### src/rtl/axi_lite_slave_front_if.sv
// AXI4-Lite channel bundle between an AXI master and the bridge front end.
// Carries no logic. Latency and backpressure belong to the endpoints.
// Uses standard AXI valid/ready on AW, W, B, AR and R.
interface axi_lite_slave_front_if #(
    parameter int ADDR_W = 32,
    parameter int DATA_W = 32
);
    logic                  awvalid;
    logic                  awready;
    logic [ADDR_W-1:0]     awaddr;
    logic                  wvalid;
    logic                  wready;
    logic [DATA_W-1:0]     wdata;
    logic [DATA_W/8-1:0]   wstrb;
    logic                  bvalid;
    logic                  bready;
    logic [1:0]            bresp;
    logic                  arvalid;
    logic                  arready;
    logic [ADDR_W-1:0]     araddr;
    logic                  rvalid;
    logic                  rready;
    logic [DATA_W-1:0]     rdata;
    logic [1:0]            rresp;

    modport master (
        output awvalid, awaddr, wvalid, wdata, wstrb, bready, arvalid, araddr, rready,
        input  awready, wready, bvalid, bresp, arready, rvalid, rdata, rresp
    );

    modport slave (
        input  awvalid, awaddr, wvalid, wdata, wstrb, bready, arvalid, araddr, rready,
        output awready, wready, bvalid, bresp, arready, rvalid, rdata, rresp
    );
endinterface

### src/rtl/axi_lite_slave_front.sv
// AXI4-Lite slave front end: packs AW/W/AR into command words and returns the FIFO responses on B/R.
// Latency: handshake N, push N+1, response pop M>=N+2, B/R valid M+1. One transaction is outstanding at a time.
// Backpressure: a full command FIFO stalls in PUSH, an empty response FIFO stalls in WAIT_RSP, and new requests wait for IDLE.
module axi_lite_slave_front #(
    parameter int ADDR_W = 32,
    parameter int DATA_W = 32,
    parameter int CMD_W  = 1 + ADDR_W + DATA_W/8 + DATA_W,
    parameter int RSP_W  = 2 + DATA_W
) (
    input  logic                 wclk,
    input  logic                 wrst_n,
    axi_lite_slave_front_if.slave axi,
    output logic                 cmd_winc,
    output logic [CMD_W-1:0]     cmd_wdata,
    input  logic                 cmd_wfull,
    output logic                 rsp_rinc,
    input  logic [RSP_W-1:0]     rsp_rdata,
    input  logic                 rsp_rempty
);
    localparam int STRB_W = DATA_W / 8;

    typedef enum logic [2:0] {IDLE, PUSH, WAIT_RSP, B_RESP, R_RESP} state_t;

    state_t              state_q, state_d;
    logic                rd_prio_q;
    logic                pend_wr_q;
    logic [CMD_W-1:0]    cmd_q;
    logic [1:0]          resp_q;
    logic [DATA_W-1:0]   data_q;

    logic                wr_elig, rd_elig;
    logic                grant_wr, grant_rd;
    logic                winc, rinc;

    assign wr_elig = axi.awvalid && axi.wvalid;
    assign rd_elig = axi.arvalid;

    always_comb begin
        state_d  = state_q;
        grant_wr = 1'b0;
        grant_rd = 1'b0;
        winc     = 1'b0;
        rinc     = 1'b0;
        case (state_q)
            IDLE: begin
                // rd_prio alternates the winner only when both sides compete
                if (wr_elig && !(rd_elig && rd_prio_q)) begin
                    grant_wr = 1'b1;
                    state_d  = PUSH;
                end else if (rd_elig) begin
                    grant_rd = 1'b1;
                    state_d  = PUSH;
                end
            end
            PUSH: begin
                winc = !cmd_wfull;
                if (!cmd_wfull) state_d = WAIT_RSP;
            end
            WAIT_RSP: begin
                rinc = !rsp_rempty;
                if (!rsp_rempty) state_d = pend_wr_q ? B_RESP : R_RESP;
            end
            B_RESP: if (axi.bready) state_d = IDLE;
            R_RESP: if (axi.rready) state_d = IDLE;
            default: state_d = IDLE;
        endcase
    end

    always_ff @(posedge wclk or negedge wrst_n) begin
        if (!wrst_n) begin
            state_q   <= IDLE;
            rd_prio_q <= 1'b0;
            pend_wr_q <= 1'b0;
            cmd_q     <= '0;
            resp_q    <= 2'b00;
            data_q    <= '0;
        end else begin
            state_q <= state_d;
            if (grant_wr) begin
                cmd_q     <= {1'b1, axi.awaddr, axi.wstrb, axi.wdata};
                pend_wr_q <= 1'b1;
                rd_prio_q <= 1'b1;
            end else if (grant_rd) begin
                cmd_q     <= {1'b0, axi.araddr, {STRB_W{1'b0}}, {DATA_W{1'b0}}};
                pend_wr_q <= 1'b0;
                rd_prio_q <= 1'b0;
            end
            if (rinc) begin
                resp_q <= rsp_rdata[RSP_W-1 -: 2];
                // write responses carry no meaningful data, so rdata keeps the last read value
                if (!pend_wr_q) data_q <= rsp_rdata[DATA_W-1:0];
            end
        end
    end

    assign axi.awready = grant_wr;
    assign axi.wready  = grant_wr;
    assign axi.arready = grant_rd;
    assign axi.bvalid  = (state_q == B_RESP);
    assign axi.bresp   = resp_q;
    assign axi.rvalid  = (state_q == R_RESP);
    assign axi.rresp   = resp_q;
    assign axi.rdata   = data_q;
    assign cmd_winc    = winc;
    assign cmd_wdata   = cmd_q;
    assign rsp_rinc    = rinc;
endmodule

### src/flat_wrapper.sv
// flat-port wrapper written by rule: the top's interface ports become plain ports
module axi_lite_slave_front_flat 
#(
    parameter int ADDR_W = 32,
    parameter int DATA_W = 32,
    parameter int CMD_W  = 1 + ADDR_W + DATA_W/8 + DATA_W,
    parameter int RSP_W  = 2 + DATA_W
)
  (wclk, wrst_n, cmd_winc, cmd_wdata, cmd_wfull, rsp_rinc, rsp_rdata, rsp_rempty, axi_awvalid, axi_awaddr, axi_wvalid, axi_wdata, axi_wstrb, axi_bready, axi_arvalid, axi_araddr, axi_rready, axi_awready, axi_wready, axi_bvalid, axi_bresp, axi_arready, axi_rvalid, axi_rdata, axi_rresp);
  axi_lite_slave_front_if #(.ADDR_W(ADDR_W), .DATA_W(DATA_W)) axi_i ();
  input  logic wclk;
  input  logic wrst_n;
  output logic cmd_winc;
  output logic [CMD_W-1:0] cmd_wdata;
  input  logic cmd_wfull;
  output logic rsp_rinc;
  input  logic [RSP_W-1:0] rsp_rdata;
  input  logic rsp_rempty;
  input wire logic [$bits(axi_i.awvalid)-1:0] axi_awvalid;
  input wire logic [$bits(axi_i.awaddr)-1:0] axi_awaddr;
  input wire logic [$bits(axi_i.wvalid)-1:0] axi_wvalid;
  input wire logic [$bits(axi_i.wdata)-1:0] axi_wdata;
  input wire logic [$bits(axi_i.wstrb)-1:0] axi_wstrb;
  input wire logic [$bits(axi_i.bready)-1:0] axi_bready;
  input wire logic [$bits(axi_i.arvalid)-1:0] axi_arvalid;
  input wire logic [$bits(axi_i.araddr)-1:0] axi_araddr;
  input wire logic [$bits(axi_i.rready)-1:0] axi_rready;
  output wire logic [$bits(axi_i.awready)-1:0] axi_awready;
  output wire logic [$bits(axi_i.wready)-1:0] axi_wready;
  output wire logic [$bits(axi_i.bvalid)-1:0] axi_bvalid;
  output wire logic [$bits(axi_i.bresp)-1:0] axi_bresp;
  output wire logic [$bits(axi_i.arready)-1:0] axi_arready;
  output wire logic [$bits(axi_i.rvalid)-1:0] axi_rvalid;
  output wire logic [$bits(axi_i.rdata)-1:0] axi_rdata;
  output wire logic [$bits(axi_i.rresp)-1:0] axi_rresp;
  assign axi_i.awvalid = axi_awvalid;
  assign axi_i.awaddr = axi_awaddr;
  assign axi_i.wvalid = axi_wvalid;
  assign axi_i.wdata = axi_wdata;
  assign axi_i.wstrb = axi_wstrb;
  assign axi_i.bready = axi_bready;
  assign axi_i.arvalid = axi_arvalid;
  assign axi_i.araddr = axi_araddr;
  assign axi_i.rready = axi_rready;
  assign axi_awready = axi_i.awready;
  assign axi_wready = axi_i.wready;
  assign axi_bvalid = axi_i.bvalid;
  assign axi_bresp = axi_i.bresp;
  assign axi_arready = axi_i.arready;
  assign axi_rvalid = axi_i.rvalid;
  assign axi_rdata = axi_i.rdata;
  assign axi_rresp = axi_i.rresp;
  axi_lite_slave_front #(.ADDR_W(ADDR_W), .DATA_W(DATA_W), .CMD_W(CMD_W), .RSP_W(RSP_W)) u_core (.wclk(wclk), .wrst_n(wrst_n), .axi(axi_i), .cmd_winc(cmd_winc), .cmd_wdata(cmd_wdata), .cmd_wfull(cmd_wfull), .rsp_rinc(rsp_rinc), .rsp_rdata(rsp_rdata), .rsp_rempty(rsp_rempty));
endmodule
### config.mk
export PLATFORM = sky130hd
export DESIGN_NAME = axi_lite_slave_front_flat
export DESIGN_NICKNAME = d
export VERILOG_FILES = /design/src/rtl/axi_lite_slave_front_if.sv /design/src/rtl/axi_lite_slave_front.sv /design/src/flat_wrapper.sv
export SDC_FILE = /design/constraint.sdc
export NUM_CORES = 1
export LEC_CHECK = 0
export CAP_MARGIN = 20
export CORE_ASPECT_RATIO = 1.25
export CORE_MARGIN = 4
export CORE_UTILIZATION = 35
export DETAILED_ROUTE_END_ITERATION = 8
export PLACE_DENSITY = 0.77
export SYNTH_ARGS = -nofsm -noshare
export SYNTH_HDL_FRONTEND = slang
export SYNTH_SLANG_ARGS = --single-unit
### constraint.sdc
create_clock -name wclk -period 1.8 [get_ports wclk]
set_clock_uncertainty 0.05 [all_clocks]
set_input_delay 0.27 -clock wclk [delete_from_list [all_inputs] [get_ports wclk]]
set_output_delay 0.27 -clock wclk [all_outputs]
set_load 0.03 [all_outputs]
* After elaboration in Yosys (flattened, before gate mapping)
Cells that the tools add are included.
** Word-level totals
- Bits of input ports :: 143
- Output and inout port bits :: 112
- Bits in registers :: 107
- Logic and storage cells :: 44
** Cells by class
- Bitwise logic cells :: 1
- Reductions and logical operators :: 10
- Muxes and demuxes :: 19
- Equal/unequal tests :: 9
** Operator list (number)
- $mux 69 :: 2
- $mux 3 :: 7
- $pmux 3 s5 :: 1
- $mux 1 :: 9
- $ne 2x2->1 const B :: 4
- $eq 3x2->1 const B :: 2
- $reduce_and 5->1 :: 1
- $eq 3x1->1 const B :: 1
- $eq 3x3->1 const B :: 1
- $logic_and 1x1->1 :: 3
- $logic_not 1->1 :: 3
- $logic_not 3->1 :: 1
- $ne 3x2->1 const B :: 1
- $reduce_and 2->1 :: 1
- $reduce_bool 2->1 :: 1
- $not 1->1 :: 1

* Longest topological paths before layout
Gate-level depths: netlist (run 1).
- Depth after elaboration :: 7
- Mapped depth :: 6

* Least setup slack after synthesis (run 1)
OpenSTA, ideal clock, no wires.
- Path kind :: reg2reg
- From :: reg u_core.state_q[0]
- To :: reg u_core.data_q[10], in the netlist u_core.axi.rdata[10]
- Arrival time :: 1850 ps
- Cell stages (with the launch flop) :: 7
- Slack :: -227 ps
- Period minus slack after synthesis :: 2027 ps
- Cells stage by stage :: dfrtp_1 -> buf_4 -> nor4b_4 -> and2b_1 -> buf_4 -> buf_6 -> mux2_1
** Between the ends
- Cells in the longest elaborated chain, start to end :: 3
** Ends and longest elaborated chain
- start, declared :: RTL line axi_lite_slave_front.sv:24 : state_t state_q, state_d;
- start signal, assigned :: RTL line axi_lite_slave_front.sv:78 : state_q <= state_d;
- $eq 3x2->1 :: RTL line axi_lite_slave_front.sv:44 : case (state_q)
- $mux 1 :: RTL line axi_lite_slave_front.sv:44
- named net rsp_rinc :: RTL line flat_wrapper.sv:16 : output logic rsp_rinc;
- $reduce_and 2->1 (no source line)
- end signal, assigned :: RTL line axi_lite_slave_front.sv:91 : if (!pend_wr_q) data_q <= rsp_rdata[DATA_W-1:0];
- end, declared :: RTL line axi_lite_slave_front.sv:29 : logic [DATA_W-1:0] data_q;
The timed path passes the listed nets, and every way through them passes these cells.
A chain may end at the register's enable or synchronous reset.

* Worst setup path in the final report (run 1)
- From :: reg u_core.state_q[0]
- To :: out axi_arready
** Between the ends
- Cells in the longest elaborated chain, start to end :: 2
** Ends and longest elaborated chain
- $logic_not 3->1 :: RTL line axi_lite_slave_front.sv:44
- $mux 1 :: RTL line axi_lite_slave_front.sv:44
- end, declared :: RTL line flat_wrapper.sv:32 : output wire logic [$bits(axi_i.arready)-1:0] axi_arready;
Every way passes these cells.

==> flow_summary.toml, run 1 <==
[timing]
final-hold-violation-count = 0
slew_violations = 0
fin_crit_sh_pct = 102
fin_tns_setup_ps = -46.3
period_minus_slack_ps = 1830
grt_setup_unrepaired = "yes"
slew_headroom_pct = 72.8
finalWorstSetupSlack_ps = -30.4
hold_slack_ps = 305
tightestPinTransition_ps = 407
setup_violations = 3
fmax_mhz = 546

[die]
start_util_pct = 35.7
dieArea_sq_mm = 0.0149
die_y_um = 135
row_count = 46
ios = 255
die_w_um = 110
core_area_sq_mm = 0.0127

[drt]
drtAntennaViolNets = 0
wl_per_cell_um = 18.7
drt-pass1-iter-count = 4
drt-total-wl_mm = 14.5
drc_errors = 0
routed_via_density = 5.03
drt_iter0_markers = 152
vias = 3916

[clocking]
cts.sinks = 106
numCtsBuffers = 9
root_buffer = "clkbuf_16"
h-tree-depth = 3
clockBufferDepth = 2
clkTransAtPathRegs_ps = 80
insertion_delay_ps = 330
cts_tree = "done"

[yosys]
synth-edff-count = 0
synth_largest_area_cell = "dfrtp_1"
yosysWarnings = 0
synth_cell_types = 28
yosysSeqAreaShare_pct = 58.5
synthesis.nets = 483
synth_cells = 340
synth_area_sq_mm = 0.00454
synth_flop_cell = "dfrtp_1"
async_flop_share_pct = 100
syn_avg_cell_area_sq_um = 13.3
synth_area_leaders = "dfrtp_1 (58%), mux2_1 (7.9%), a22o_1 (6.9%)"
synth-seq-cells = 106
synth_top_area_share_pct = 58.5

[grt]
grt_antenna_before_repair = 0
grt_pass1_vias = 4268
grt_pass1_wl_mm = 21.9
grt.overflow.total = 0
grt_start_max_net_pins = 53
grt_use_total_pct = 18.9

[worst_setup_path]
critical_path_peak_fanout = 5
worst_ep_arrival_time_ps = 1510
worstSetupPathType = "register to primary output"
rr_startpoint = "u_core.state_q[0]"
critPathLaunch = "u_core.state_q[0]"
end_kind = "primary output"
start_kind = "register"
critPathRequiredTime_ps = 1480

[pwr]
p_per_area_mw_per_mm2 = 1810
p_total_mw = 14.2
p_leak_nw = 3.27
peakVddDrop_uv = 1190

[status]
status = "finished with violations"
violations = "negative setup slack"

[final_layout]
area_growth_pct = 73.4
drive_gt1_share_pct = 12.8
multi_input_area_sq_mm = 0.00171
diodes = 0
fin_util_pct = 61.8
nFillCells = 1005
layout_common_cells = "clkdlybuf4s50_1 (246), dfrtp_1 (103), a22o_1 (36), nand2b_1 (34)"
seqCellArea_sq_mm = 0.00266
nets = 749
final_common_cell = "clkdlybuf4s50_1"

[placement]
gp_congestion = 0.790
dp_hpwl_mm = 10.9
place.port_buffers = 254
dp_slack_ps = -259

[hold_path]
hold_class = "input pin to async pin"

[flow_run]
cap_viol_max_count = 0
[final cells by class]
cell class                      count  area share (%)
Timing Repair Buffer              294            38.0
Sequential cell                   106            33.8
Multi-Input combinational cell    194            21.7
Clock buffer                        9            2.86
Tap cell                          168            2.67
Clock inverter                      6           0.955
Inverter                            1          0.0477
[critical path, cell delays in order, from the launching register on]
cell	delay, ps
dfrtp_2	430
nor3_4	210
buf_4	160
nand2_1	90
nor2_2	150
buf_12	140
[flip-flops by register name, indices dropped and copies added (netlist names)]
register and flops:
u_core.state_q 3, u_core.cmd_wdata 69, u_core.axi.bresp 2, u_core.axi.rdata 32
[routing by layer]
layer,track usage [%],vias up,wire length (um)
met5,0,-,0
met4,6.03,0,265
met3,5.05,19,1070
met2,33.0,165,7590
met1,22.5,1925,5600
li1,-,1807,-
[cell usage after synthesis (all sizes together) (2+ instances only)]
| master | instances |
|---|---|
| clkbuf | 18 |
| o21ai | 2 |
| a21o | 2 |
| o32ai | 32 |
| a21oi | 3 |
| nor4b | 2 |
| nand2 | 4 |
| nand2b | 34 |
| nor2b | 2 |
| dfrtp | 106 |
| nor2 | 2 |
| mux2 | 34 |
| buf | 21 |
| a22o | 36 |
| nor3b | 2 |
| a2bb2oi | 32 |
| and3b | 2 |
[path summary, 6_finish.rpt]
path,end,slack [ps],depth (start not counted)
min in group wclk,u_core.axi.rdata[16],440,1
max in group asynchronous,u_core.state_q[0],710,3
hold reg to reg,u_core.axi.rdata[16],440,1
setup reg to reg,u_core.axi.rdata[15],70,5
setup / recovery,axi_arready,-30,5
hold / removal,u_core.cmd_wdata[6],300,2
[what timing repair did]
action / CTS / global route
setup buffers: 4 / 3
hold endpoints to repair: 17 / 0
endpoints found under the setup margin: 5 / 50
cloned: 0 / 1
resized for setup: 9 / 10
hold buffers: 1 / 0
pin swaps: 0 / 0
[kinds of logic after synthesis]
group           after synthesis  share of synthesized area [%]
simple gates                 51                           7.67
compound gates              108                           20.4
buf+inv                      40                           4.80
flops                       106                           58.5
mux                          35                           8.66
[power by group]
group | leakage, nW | total, mW | switching [mW] | internal (mW)
Clock | 0.144 | 1.97 | 0.877 | 1.09
Sequential | 1.29 | 4.28 | 0.717 | 3.57
Combinational | 1.84 | 7.98 | 4.24 | 3.74
Total | 3.27 | 14.2 | 5.83 | 8.40
[through the flow]
stage	cell area, sq um	cells
6_report	7870	778
3_3_place_gp	7420	755
4_1_cts	7780	775
2_1_floorplan	4550	340
5_1_grt	7870	778
3_5_place_dp	7420	755
(Power assumes the default switching activity.)
==> inputs of run 2 (changes only) <==
--- a/config.mk
+++ b/config.mk
@@ -11,6 +11,7 @@
 export CORE_UTILIZATION = 35
 export DETAILED_ROUTE_END_ITERATION = 8
 export PLACE_DENSITY = 0.77
+export SKIP_LAST_GASP = 1
 export SYNTH_ARGS = -nofsm -noshare
 export SYNTH_HDL_FRONTEND = slang
 export SYNTH_SLANG_ARGS = --single-unit
==> run 2 against run 1 <==
Compared with the run above:
- final area increased by 0.24%
- fmax about the same
- the flow still finishes with violations (negative setup slack)
- sequential share of layout area decreased by 0.080 points
- clock power about the same
- combinational power increased by 0.5%
- clock-buffer cell count unchanged
==> flow_summary.toml, run 2 (synthesized netlist as in run 1, its figures left out) <==
[final_layout]
nets = 751
area_growth_pct = 73.8
fin_util_pct = 62.0
final_common_cell = "clkdlybuf4s50_1"
nFillCells = 1008
layout_common_cells = "clkdlybuf4s50_1 (246), dfrtp_1 (103), a22o_1 (36), buf_4 (35), nand2b_1 (34)"
seqCellArea_sq_mm = 0.00266
design_area_sq_mm = 0.00788
diodes = 0
multi_input_area_sq_mm = 0.00172
drive_gt1_share_pct = 13.4
largest_register_ffs = 69

[grt]
grt.overflow.total = 0
grt_pass1_vias = 4264
grt_util_met3_pct = 5.25
grt_start_max_net_pins = 53
grt_antenna_before_repair = 0
met1_usage_pct = 22.3
grt.met2_usage_pct = 33.0
grt_pass1_wl_mm = 21.9
top_usage_layer = "met2"
grt_use_total_pct = 18.9

[worst_setup_path]
crit_slowest_cell = "dfrtp_2"
worst_ep_arrival_time_ps = 1510
worstSetupPathType = "register to primary output"
cp_slowest_stage_delay_ps = 430
path_cells = "nor3_4, buf_4, nand2_1, nor2_2, buf_12"
critPathLaunch = "u_core.state_q[0]"
critPathRequiredTime_ps = 1480
end_kind = "primary output"
start_kind = "register"
rr_startpoint = "u_core.state_q[0]"
critical_path_peak_fanout = 5

[placement]
placed_cell_area_sq_mm = 0.00742
gp_congestion = 0.790
dp_hpwl_mm = 10.9
place.port_buffers = 254

[timing]
fin_tns_setup_ps = -48.1
setup_violations = 3
tightestPinTransition_ps = 402
fin_crit_sh_pct = 102
finalWorstSetupSlack_ps = -30.4
slew_headroom_pct = 73.1
slew_violations = 0
period_minus_slack_ps = 1830
hold_slack_ps = 301
final-hold-violation-count = 0
grt_setup_unrepaired = "yes"
fmax_mhz = 546

[die]
start_util_pct = 35.7
die_w_um = 110
dieArea_sq_mm = 0.0149
ios = 255
core_area_sq_mm = 0.0127
row_count = 46
die_y_um = 135

[clocking]
root_buffer = "clkbuf_16"
cts.sinks = 106
insertion_delay_ps = 330
numCtsBuffers = 9
h-tree-depth = 3
cts_tree = "done"
clockBufferDepth = 2
clkTransAtPathRegs_ps = 80

[drt]
drt-pass1-iter-count = 4
wl_per_cell_um = 18.7
drc_errors = 0
drt_iter0_markers = 148
drt-total-wl_mm = 14.6
vias = 3935
drtAntennaViolNets = 0
routed_via_density = 5.04

[status]
status = "finished with violations"
violations = "negative setup slack"

[pwr]
p_per_area_mw_per_mm2 = 1810
peakVddDrop_uv = 1190
p_leak_nw = 3.29
p_total_mw = 14.3

[flow_run]
cap_viol_max_count = 0

[hold_path]
hold_class = "input pin to async pin"
[run 2: changes by cell type in the layout (fill, tap and decap cells not counted)]
cell,previous run,this run
buf_4,32,35
mux2_1,30,28
mux2_4,2,4
buf_6,2,1
[run 2: stage by stage]
step,setup WS [ps],instances
after floorplan,-157,340
after global placement,-241,755
after detailed placement,-259,755
after CTS,-65.0,775
after global routing,-117,780
final,-30.4,780
[run 2: final cells by class]
class | count | area share, %
Clock inverter | 6 | 0.952
Tap cell | 168 | 2.67
Clock buffer | 9 | 2.86
Sequential cell | 106 | 33.7
Inverter | 1 | 0.0476
Timing Repair Buffer | 296 | 38.0
Multi-Input combinational cell | 194 | 21.8
[run 2: what timing repair did]
action | 4_1_cts | 5_1_grt
endpoints found under the hold margin | 17 | 0
cloned | 0 | 2
setup buffers | 4 | 4
resized for setup | 6 | 13
hold buffers | 1 | 0
setup endpoints to repair | 5 | 60
[run 2: layer usage]
layer | wire, um | vias up
li1 | - | 1812
met1 | 5600 | 1935
met2 | 7640 | 166
met3 | 1080 | 22
met4 | 289 | 0
met5 | 0 | -
[run 2: final timing paths]
kind | to | slack (ps) | cells after the start
min reg2reg | u_core.axi.rdata[22] | 440 | 1
max | axi_arready | -30 | 5
max reg2reg | u_core.axi.rdata[29] | 40 | 5
max in group asynchronous | u_core.state_q[0] | 710 | 3
min in group wclk | u_core.axi.rdata[22] | 440 | 1
min | u_core.cmd_wdata[6] | 300 | 2
[run 2: critical path: cells and delay by family, from the launching register on]
kind / cells / cell delay (ps)
and+or+nand+nor: 3 / 450
DFF: 1 / 430
buffers and inverters: 2 / 300
[run 2: where the power goes]
group | internal [mW] | switching, mW | leakage, nW
Sequential | 3.57 | 0.715 | 1.29
Combinational | 3.77 | 4.25 | 1.86
Clock | 1.09 | 0.883 | 0.144
Total | 8.43 | 5.85 | 3.29
